--- src/rtl/adb_poll_sched.sv ---
// ADB transaction scheduler: shares the single bus engine between host commands
// and periodic keyboard/mouse Talk R0 autopolls (issue, wait/timeout, idle gap).
module adb_poll_sched #(
  parameter logic [15:0] POLL_TICKS    = 16'd1000,
  parameter logic [15:0] TIMEOUT_TICKS = 16'd400,
  parameter logic [7:0]  GAP_TICKS     = 8'd20
) (
  input  logic       clk,
  input  logic       reset_n,
  input  logic       cen,
  input  logic       host_req,
  input  logic [7:0] host_cmd,
  output logic       host_ack,
  output logic       host_done,
  output logic       host_err,
  input  logic [3:0] kbd_addr,
  input  logic [3:0] mouse_addr,
  input  logic       kbd_poll_en,
  input  logic       mouse_poll_en,
  input  logic       srq,
  output logic       bus_start,
  output logic [7:0] bus_cmd,
  input  logic       bus_done,
  output logic       kbd_poll_done,
  output logic       mouse_poll_done,
  output logic [1:0] grant,
  output logic       busy
);

  // state  | meaning
  // S_IDLE | bus free, arbitrate host vs pending polls every clk
  // S_WAIT | transaction issued, waiting for bus_done or timeout
  // S_GAP  | mandatory bus idle before the next issue
  typedef enum logic [1:0] {S_IDLE, S_WAIT, S_GAP} state_t;

  localparam logic [1:0] G_NONE  = 2'd0;
  localparam logic [1:0] G_HOST  = 2'd1;
  localparam logic [1:0] G_KBD   = 2'd2;
  localparam logic [1:0] G_MOUSE = 2'd3;

  state_t      r_state, w_state_nxt;
  logic [15:0] r_poll_cnt;
  logic [15:0] r_cnt;
  logic        r_kbd_pend, r_mouse_pend, r_rr;
  logic        r_host_ack, r_bus_start, r_host_done, r_host_err;
  logic        r_kbd_done, r_mouse_done;
  logic [7:0]  r_bus_cmd;
  logic [1:0]  r_grant;

  logic w_wrap, w_idle, w_kbd_req, w_mouse_req;
  logic w_issue_host, w_issue_kbd, w_issue_mouse, w_issue;
  logic w_done_ok, w_timeout, w_end;

  assign w_wrap = cen && (r_poll_cnt == POLL_TICKS - 16'd1);
  assign w_idle = (r_state == S_IDLE);
  // A wrap or srq can be served in the same clk it arrives; the enable gates the pend bit.
  assign w_kbd_req   = kbd_poll_en && (r_kbd_pend || w_wrap);
  assign w_mouse_req = mouse_poll_en && (r_mouse_pend || w_wrap || (srq && w_idle));

  always_comb begin
    w_state_nxt   = r_state;
    w_issue_host  = 1'b0;
    w_issue_kbd   = 1'b0;
    w_issue_mouse = 1'b0;
    w_done_ok     = 1'b0;
    w_timeout     = 1'b0;
    case (r_state)
      S_IDLE: begin
        if (host_req)
          w_issue_host = 1'b1;
        else if (w_kbd_req && (!w_mouse_req || !r_rr))
          w_issue_kbd = 1'b1;
        else if (w_mouse_req)
          w_issue_mouse = 1'b1;
        if (host_req || w_kbd_req || w_mouse_req)
          w_state_nxt = S_WAIT;
      end
      S_WAIT: begin
        if (bus_done) begin
          w_done_ok   = 1'b1;
          w_state_nxt = S_GAP;
        end else if (cen && (r_cnt == TIMEOUT_TICKS - 16'd1)) begin
          w_timeout   = 1'b1;
          w_state_nxt = S_GAP;
        end
      end
      S_GAP: begin
        if (cen && (r_cnt == {8'd0, GAP_TICKS} - 16'd1))
          w_state_nxt = S_IDLE;
      end
      default: w_state_nxt = S_IDLE;
    endcase
  end

  assign w_issue = w_issue_host || w_issue_kbd || w_issue_mouse;
  assign w_end   = w_done_ok || w_timeout;

  always_ff @(posedge clk or negedge reset_n) begin
    if (!reset_n)
      r_state <= S_IDLE;
    else
      r_state <= w_state_nxt;
  end

  always_ff @(posedge clk or negedge reset_n) begin
    if (!reset_n) begin
      r_poll_cnt   <= 16'd0;
      r_cnt        <= 16'd0;
      r_kbd_pend   <= 1'b0;
      r_mouse_pend <= 1'b0;
      r_rr         <= 1'b0;
      r_host_ack   <= 1'b0;
      r_bus_start  <= 1'b0;
      r_host_done  <= 1'b0;
      r_host_err   <= 1'b0;
      r_kbd_done   <= 1'b0;
      r_mouse_done <= 1'b0;
      r_bus_cmd    <= 8'd0;
      r_grant      <= G_NONE;
    end else begin
      if (cen)
        r_poll_cnt <= w_wrap ? 16'd0 : r_poll_cnt + 16'd1;
      if (w_idle || (w_state_nxt != r_state))
        r_cnt <= 16'd0;
      else if (cen)
        r_cnt <= r_cnt + 16'd1;

      r_kbd_pend   <= w_kbd_req && !w_issue_kbd;
      r_mouse_pend <= w_mouse_req && !w_issue_mouse;
      if (w_issue_kbd)
        r_rr <= 1'b1;
      else if (w_issue_mouse)
        r_rr <= 1'b0;

      r_host_ack   <= w_issue_host;
      r_bus_start  <= w_issue;
      r_host_done  <= w_end && (r_grant == G_HOST);
      r_kbd_done   <= w_done_ok && (r_grant == G_KBD);
      r_mouse_done <= w_done_ok && (r_grant == G_MOUSE);
      if (w_end && (r_grant == G_HOST))
        r_host_err <= w_timeout;

      if (w_issue_host) begin
        r_bus_cmd <= host_cmd;
        r_grant   <= G_HOST;
      end else if (w_issue_kbd) begin
        r_bus_cmd <= {kbd_addr, 4'b1100};
        r_grant   <= G_KBD;
      end else if (w_issue_mouse) begin
        r_bus_cmd <= {mouse_addr, 4'b1100};
        r_grant   <= G_MOUSE;
      end else if (w_end) begin
        r_grant   <= G_NONE;
      end
    end
  end

  assign host_ack        = r_host_ack;
  assign host_done       = r_host_done;
  assign host_err        = r_host_err;
  assign bus_start       = r_bus_start;
  assign bus_cmd         = r_bus_cmd;
  assign kbd_poll_done   = r_kbd_done;
  assign mouse_poll_done = r_mouse_done;
  assign grant           = r_grant;
  assign busy            = (r_state != S_IDLE);

endmodule

--- config.mk ---
export PLATFORM = sky130hd
export DESIGN_NAME = adb_poll_sched
export DESIGN_NICKNAME = d
export VERILOG_FILES = /design/src/rtl/adb_poll_sched.sv
export SDC_FILE = /design/constraint.sdc
export NUM_CORES = 1
export LEC_CHECK = 0
export ABC_AREA = 1
export BUFFER_PORTS_ARGS = -buffer_cell sky130_fd_sc_hd__buf_2
export CAP_MARGIN = 20
export CORE_MARGIN = 5
export CORE_UTILIZATION = 35
export CTS_CLUSTER_DIAMETER = 50
export DETAILED_ROUTE_END_ITERATION = 16
export SYNTH_ARGS = -nofsm -noshare
export SYNTH_HDL_FRONTEND = slang
export SYNTH_SLANG_ARGS = --single-unit
export TNS_END_PERCENT = 30
--- constraint.sdc ---
create_clock -name clk -period 1.9 [get_ports clk]
set_clock_uncertainty 0.15 [all_clocks]
set_input_delay 0.57 -clock clk [delete_from_list [all_inputs] [get_ports clk]]
set_output_delay 0.57 -clock clk [all_outputs]
set_load 0.05 [all_outputs]
### Word-level counts from Yosys, hierarchy flattened

Index checks and enable logic that the tools add are counted.

| operators by class | value |
|---|---|
| add/sub/neg operators | 2 |
| eq/ne operators | 9 |
| multiplexer cells | 31 |
| reductions and logical operators | 32 |

Operator list:

| cell | count |
|---|---|
| $mux W16 | 3 |
| $add A16 B1 Y16 const B | 2 |
| $mux W8 | 3 |
| $eq A16 B10 Y1 const B | 1 |
| $eq A16 B5 Y1 const B | 1 |
| $eq A16 B9 Y1 const B | 1 |
| $mux W1 | 16 |
| $mux W2 | 8 |
| $logic_and A1 B1 Y1 | 12 |
| $logic_or A1 B1 Y1 | 10 |
| $eq A2 B2 Y1 const B | 3 |
| $pmux W2 S3 | 1 |
| $reduce_bool A2 Y1 | 3 |
| $eq A2 B1 Y1 const B | 2 |
| $logic_not A1 Y1 | 4 |
| $reduce_bool A4 Y1 | 1 |
| $reduce_bool A3 Y1 | 1 |
| $logic_not A2 Y1 | 1 |
| $ne A2 B2 Y1 | 1 |

| storage, ports and cells | value |
|---|---|
| register bits | 53 |
| input port bits | 24 |
| output and inout port bits | 17 |
| logic and storage cells | 88 |

### Logic depth before layout (Yosys ltp)

Gate-level depths: netlist (run 1).

| logic depth | value |
|---|---|
| depth after elaboration | 14 |
| depth in mapped cells | 13 |
| gate-level depth less buffers | 13 |

### Worst setup path before layout (run 1)

Ideal clock, no wire load.

| timing | value |
|---|---|
| path type | register -> register |
| start point | register r_state[1] |
| end point | register r_bus_cmd[4] (netlist: bus_cmd[4]) |
| setup time | 0.118 ns |
| data arrival time | 1.556 ns |
| data required time | 1.632 ns |
| setup slack | 0.077 ns |
| cell stages (with the launch flop) | 9 |
| path buffers | 0 |
| clock period less this slack | 1.823 ns |
| cell sequence | dfrtp_1 nor2_4 inv_1 nor2_1 nand3_2 nand2_1 nand3_1 nand2_1 nand2_1 |

| between the ends | value |
|---|---|
| cells in the longest elaborated chain, start to end | 12 |
| elaborated cells between the ends (all ways) | 18 |
| those cells by class | mux (10); reduce/logical (8) |

Ends and longest elaborated chain:

| item | RTL line | text |
|---|---|---|
| start, declared | 41 | `state_t r_state, w_state_nxt;` |
| start signal, assigned | 102 | `r_state <= w_state_nxt;` |
| $logic_not A2 Y1 * | 55, 67 |  |
| $logic_and A1 B1 Y1 | 58 | `assign w_mouse_req = mouse_poll_en && (r_mouse_pend \|\| w_wrap \|\| (srq && w_idle));` |
| $logic_or A1 B1 Y1 | 58 |  |
| $logic_and A1 B1 Y1 | 58 |  |
| $logic_not A1 Y1 | 71 | `else if (w_kbd_req && (!w_mouse_req \|\| !r_rr))` |
| $logic_or A1 B1 Y1 | 71 |  |
| $logic_and A1 B1 Y1 | 71 |  |
| $mux W1 | 71 |  |
| $mux W1 | 69 | `if (host_req)` |
| $mux W1 | 67 | `case (r_state)` |
| $mux W8 | 146 | `end else if (w_issue_kbd) begin` |
| $mux W8 | 143 | `if (w_issue_host) begin` |
| end signal, assigned | 144 | `r_bus_cmd <= host_cmd;` |
| end signal, assigned | 147 | `r_bus_cmd <= {kbd_addr, 4'b1100};` |
| end signal, assigned | 150 | `r_bus_cmd <= {mouse_addr, 4'b1100};` |
| end, declared | 47 | `logic [7:0] r_bus_cmd;` |

Every way passes the cells marked *; elsewhere a longest branch is shown, timed or not.
A chain may end at the register's enable or synchronous reset.

### Final worst setup path (run 1)

| timing | value |
|---|---|
| start point | register r_poll_cnt[0] |
| end point | register r_bus_cmd[7] (netlist: bus_cmd[7]) |

| between the ends | value |
|---|---|
| cells in the longest elaborated chain, start to end | 13 |
| elaborated cells between the ends (all ways) | 20 |
| those cells by class | eq/ne (1); mux (9); reduce/logical (10) |

Ends and longest elaborated chain:

| item | RTL line | text |
|---|---|---|
| start, declared | 42 | `logic [15:0] r_poll_cnt;` |
| start signal, assigned | 122 | `r_poll_cnt <= w_wrap ? 16'd0 : r_poll_cnt + 16'd1;` |
| $eq A16 B10 Y1 * | 54 | `assign w_wrap = cen && (r_poll_cnt == POLL_TICKS - 16'd1);` |
| $logic_and A1 B1 Y1 * | 54 |  |
| $logic_or A1 B1 Y1 (2 in a row) | 58 |  |
| $logic_and A1 B1 Y1 | 58 |  |
| $logic_not A1 Y1 | 71 |  |
| $logic_or A1 B1 Y1 | 71 |  |
| $logic_and A1 B1 Y1 | 71 |  |
| $mux W1 | 71 |  |
| $mux W1 | 69 |  |
| $mux W1 | 67 |  |
| $mux W8 | 146 |  |
| $mux W8 | 143 |  |

Marked as above.

==> flow_summary.yaml, run 1 <==
placement:
  io_buffers: 40
  place_ws_ps: -123
  gp_congestion: 0.812
  placed_cell_area_mm2: 0.00328
  dp_hpwl_um: 4280
critical_path:
  worst-setup-path-type: "flop to flop"
  reg2regPathDepth: 14
  cp.arrival_ps: 1960
  crit_path_max_fanout: 8
  crit_path_end: "bus_cmd[7]"
  required_ps: 1950
  reg2reg_slack_ps: -4
  reg2reg_from: "r_poll_cnt[0]"
  worst_setup_path_end_kind: "flop"
  crit_path_start: "r_poll_cnt[0]"
  r2r-end: "bus_cmd[7]"
  start_kind: "flop"
routing:
  drc_errors: 0
  antenna_left: 0
  route.vias.total: 2385
  first_pass_iters: 4
  viasPerCell: 4.59
  drt_iter0_drc: 89
  wire_per_inst_um: 11.4
  drt-total-wl_um: 5910
final_layout:
  area.growth.synth_to_final_pct: 32.3
  fin_nets: 443
  final_layout_size_suffix_gt1_share_pct: 31.6
  fin_util_pct: 46.9
  final_cell_area_mm2: 0.00358
  antenna_cells: 0
  num-fill-cells: 774
cts:
  clk_latency_ps: 310
  clk_path_buf_depth: 2
  cts_tree: "built"
  path_clk_slew_ps: 100
  cts_root_buf: "clkbuf_8"
  holdBufCountCts: 0
  h-tree-depth: 2
  cts_inserted_buffers: 5
  cts.sinks: 53
timing:
  fin_ws_ps: -3.72
  slew_violations: 0
  clock.fmax_mhz: 525
  fin_crit_sh_pct: 100
  setup_viol: 2
  max_slew_margin_pct: 75.6
  rsz0062_at_grt: "yes"
  finalSetupTns_ps: -6.76
  worst_slew_pin_slew_ps: 363
  min_period_ps: 1900
  hold_viol_final: 0
yosys:
  syn_inst: 332
  ys_ff_latch: 53
  synth_flop_cell: "dfrtp_1"
  synth_top_cells_by_count: "nand2_1, dfrtp_1, nor2_1"
  synth_seq_area_share_pct: 49.0
  synth_area_mm2: 0.00271
  synth_warnings: 0
  synth_area_per_cell_um2: 8.16
  synth_nets: 358
  netlist.top_cell.by_area: "dfrtp_1"
  ys_async_sr_fraction_pct: 100
  netlist_top_cells_area: "dfrtp_1, nand2_1, nor2_1"
  synth.most_common_cell: "nand2_1"
  synth_top_area_share_pct: 49.0
  yosysUniqueCellTypes: 37
  synth_edf_count: 0
die:
  core-area_mm2: 0.00765
  pin_count: 41
  rows: 32
  die_area_mm2: 0.00960
  die_h_um: 98.0
  initial_core_util_pct: 35.4
  die_width_um: 98.0
global_route:
  antenna_found_initial: 0
  gr-usage-all-layers_pct: 12.7
  grt_overflow: 0
  grt_first_pass_wirelength_um: 10200
  grt_max_degree: 54
  grt_pass1_vias: 2396
pwr:
  power_density_mw_per_mm2: 1260
  peakVddDrop_v: 0.000898
  p_leak_nw: 1.82
  power_mw: 4.50
outcome:
  status: "finished with violations"
  violations: "setup timing"
hold_path:
  timing.hold.worst.class: "primary input to asynchronous set/reset pin"
run:
  cap_violations: 0
==> layer usage <==
layer,track usage (%),vias up,wire [um]
li1,-,1231,-
met1,17.0,1100,2840
met2,20.2,49,2690
met3,3.86,5,333
met4,2.77,0,47
met5,0,-,0
==> power breakdown <==
| part | internal (mW) | switching [mW] |
|---|---|---|
| clock | 0.429 | 0.383 |
| combinational | 0.756 | 1.35 |
| sequential | 1.40 | 0.188 |
==> through the flow <==
stage | cells | hold slack, ps
floorplan | 332 | 124
global placement | 502 | 307
detailed placement | 502 | 310
finish | 520 | 89.4
global route | 520 | 98.4
CTS | 512 | 98.1
==> logic make-up after synthesis <==
family,synth area share [%]
AOI/OAI and AO/OA,6.38
xor gates and xnor gates,3.56
adders and majority gates,0.924
buffers and inverters,7.67
DFF,49.0
and+or+nand+nor,32.5
==> state kept, by name (all words and copies together) (netlist names) <==
| signal | count |
|---|---|
| host_done | 1 |
| r_rr | 1 |
| r_poll_cnt | 16 |
| bus_start | 1 |
| host_err | 1 |
| grant | 2 |
| r_mouse_pend | 1 |
| bus_cmd | 8 |
| r_state | 2 |
| kbd_poll_done | 1 |
| r_cnt | 16 |
| r_kbd_pend | 1 |
| host_ack | 1 |
| mouse_poll_done | 1 |
==> critical path: stages, from the launching register on <==
cell     delay [ps]
dfrtp_1         390
ha_2            200
inv_2            30
nor2_1           80
nand2_1          60
nor2_2          140
nand2_4         100
nand2_4         100
nand2_4          60
nand2_4          70
o21ai_4          80
buf_12          150
buf_6           110
nand2_2          40
nand2_1          40
==> worst min path at each step <==
stage / start / slack (ps) / endpoint
2_1_floorplan: reset_n / 120 / bus_cmd[0]
3_3_place_gp: bus_cmd[1] / 310 / bus_cmd[1]
3_5_place_dp: bus_cmd[7] / 310 / bus_cmd[7]
4_1_cts: reset_n / 100 / grant[1]
5_1_grt: reset_n / 100 / host_err
6_report: reset_n / 90 / host_err
==> placed cells by master (no fill, tap or decap), types with 6 or more instances in the layout <==
cell type	synthesis	routed
clkbuf_8	0	6
a21oi_1	11	11
nand4_1	14	14
buf_2	1	39
inv_1	43	41
nand2_2	2	9
xor2_1	9	9
dfrtp_1	53	53
buf_4	1	36
nand3_1	17	15
nor3_1	9	8
nor2_1	52	46
nor2_2	3	8
nand2_1	77	69
==> repair_timing <==
| action | in CTS | in global routing |
|---|---|---|
| setup endpoints to repair | 2 | 30 |
| pin swaps | 1 | 11 |
| buffers inserted | 2 | 7 |
| gates resized for setup | 1 | 30 |
| endpoints found under the hold margin | 0 | 0 |
| cloned | 0 | 1 |
==> area by class of cell <==
type | instances | area [um^2] | area share [%]
inverter | 46 | 173 | 4.82
sequential | 53 | 1330 | 37.0
timing repair buffer | 82 | 584 | 16.3
multi-input combinational | 229 | 1250 | 35.0
clock buffer | 6 | 82.6 | 2.30
tap | 102 | 128 | 3.56
clock inverter | 2 | 37.5 | 1.05
(Power assumes the default switching activity.)
==> run 2, diff against run 1 <==
--- a/config.mk
+++ b/config.mk
@@ -5,7 +5,6 @@
 export SDC_FILE = /design/constraint.sdc
 export NUM_CORES = 1
 export LEC_CHECK = 0
-export ABC_AREA = 1
 export BUFFER_PORTS_ARGS = -buffer_cell sky130_fd_sc_hd__buf_2
 export CAP_MARGIN = 20
 export CORE_MARGIN = 5
==> run 2 against run 1 <==
Effect of this change: global-route usage is 2.2 points higher; die area is 4.6% lower; sequential share of layout area is 1.5 points lower; final cell count is 12% lower; combinational power is 2% higher; sequential power is 4% lower; highest routed layer unchanged; hold slack worse by 9.0 ps; via count is 6.6% lower; flip-flop and latch count stayed put; core utilization is 5.0 points higher; fmax is 20% lower; synthesized cell count is 26% lower; the run still ends with setup timing left.
==> flow_summary.yaml, run 2 <==
outcome:
  status: "finished with violations"
  violations: "setup timing"
timing:
  finalSetupTns_ps: -8000
  max_slew_margin_pct: 71.3
  setup_viol: 40
  worst_slew_pin_slew_ps: 430
  fin_crit_sh_pct: 126
  rsz0062_at_grt: "yes"
  fin_ws_ps: -486
  hold_viol_final: 0
  slew_violations: 0
  clock.fmax_mhz: 419
  min_period_ps: 2390
die:
  die_width_um: 95.7
  die_area_mm2: 0.00915
  rows: 31
  pin_count: 41
  initial_core_util_pct: 35.6
  die_h_um: 95.7
  core-area_mm2: 0.00721
critical_path:
  reg2reg_from: "r_poll_cnt[14]"
  worst_setup_path_end_kind: "flop"
  crit_path_max_fanout: 8
  required_ps: 1950
  start_kind: "flop"
  cp.arrival_ps: 2440
  worst-setup-path-type: "flop to flop"
  crit_path_start: "r_poll_cnt[14]"
yosys:
  synth_area_mm2: 0.00257
  synth_top_cells_by_count: "dfrtp_1, nor2_1, nand2_1"
  synth_flop_cell: "dfrtp_1"
  ys_async_sr_fraction_pct: 100
  yosysUniqueCellTypes: 46
  synth.most_common_cell: "dfrtp_1"
  synth_top_area_share_pct: 51.6
  ys_ff_latch: 53
  synth_warnings: 0
  syn_inst: 246
  synth_edf_count: 0
  netlist_top_cells_area: "dfrtp_1, xnor2_1, nor2_1"
  synth_area_per_cell_um2: 10.4
  netlist.top_cell.by_area: "dfrtp_1"
  synth_nets: 272
  synth_seq_area_share_pct: 51.6
routing:
  antenna_left: 0
  drt_iter0_drc: 79
  wl_met3_um: 262
  wire_per_inst_um: 13.7
  route.vias.total: 2228
  drc_errors: 0
  wl_met2_um: 2950
  first_pass_iters: 4
  wl_met1_um: 2980
  drt-total-wl_um: 6280
  viasPerCell: 4.85
  highest_layer: "met4"
cts:
  cts_root_buf: "clkbuf_8"
  holdBufCountCts: 0
  cts_tree: "built"
  path_clk_slew_ps: 90
  clk_path_buf_depth: 2
  cts.sinks: 53
  h-tree-depth: 2
  clk_latency_ps: 310
  cts_inserted_buffers: 5
global_route:
  grt_pass1_vias: 2210
  grt_first_pass_wirelength_um: 10600
  grt_max_degree: 54
  antenna_found_initial: 0
  gr-usage-all-layers_pct: 14.9
  grt_overflow: 0
final_layout:
  num-fill-cells: 674
  antenna_cells: 0
  ff_latch_area_mm2: 0.00133
  multi_input_area_mm2: 0.00136
  fin_nets: 386
  area.growth.synth_to_final_pct: 45.5
  final_layout_size_suffix_gt1_share_pct: 43.9
  final_cell_area_mm2: 0.00374
  layout_common_cells: "buf_4, dfrtp_1, buf_2"
  fin_util_pct: 51.8
  layout_commonest_cell: "buf_4"
pwr:
  p_leak_nw: 1.74
  power_mw: 4.32
  peakVddDrop_v: 0.000772
  power_density_mw_per_mm2: 1160
hold_path:
  timing.hold.worst.class: "primary input to asynchronous set/reset pin"
run:
  cap_violations: 0
placement:
  placed_cell_area_mm2: 0.00337
  dp_hpwl_um: 4320
  io_buffers: 40
  gp_congestion: 0.795
[run 2: per-layer routing]
layer  vias up  GRT usage, %
li1       1102             -
met1      1080          20.5
met2        34          23.1
met3        12          3.00
met4         0          5.45
met5         -             0
[run 2: per-stage QoR]
stage | hold WS, ps | worst slack [ps] | cells
finish | 80.3 | -486 | 459
floorplan | 124 | -491 | 246
CTS | 102 | -493 | 454
global placement | 321 | -473 | 439
detailed placement | 327 | -527 | 439
global route | 100 | -543 | 459
[run 2: logic make-up after synthesis]
kind of cell / share of synthesized area (%)
DFF: 51.6
AOI/OAI and AO/OA: 13.3
xor gates and xnor gates: 9.21
and+or+nand+nor: 21.1
buffers and inverters: 2.92
muxes: 0.828
adders and majority gates: 0.974
[run 2: repair_timing]
action / in CTS / in global routing
pin swaps: 22 / 16
gates cloned: 1 / 0
gates resized for setup: 20 / 21
buffers inserted: 7 / 5
endpoints found under the setup margin: 42 / 47
[run 2: where the power goes]
group,switching [mW],internal (mW)
combinational,1.29,0.849
sequential,0.161,1.37
clock,0.359,0.290
[run 2: area by class of cell]
type / instances / share of cell area [%]
tap: 99 / 3.31
sequential: 53 / 35.5
timing repair buffer: 111 / 21.3
multi-input combinational: 176 / 36.3
clock buffer: 7 / 2.31
inverter: 13 / 1.37
[run 2: worst paths after layout]
kind,to,slack (ps),depth (start not counted)
worst min register to register,r_poll_cnt[9],360,1
worst min-delay path,bus_cmd[5],80,2
max in group asynchronous,r_cnt[0],1250,2
min in group clk,bus_cmd[1],330,2
worst max-delay path,grant[0],-490,6
worst max register to register,grant[0],-490,6
[run 2: worst max-delay path, cell delays in order (launching register included)]
cell and delay, ps:
dfrtp_1 390, or4_4 560, o41ai_4 390, buf_4 180, a31oi_4 120, and2_4 210
a221o_1 280
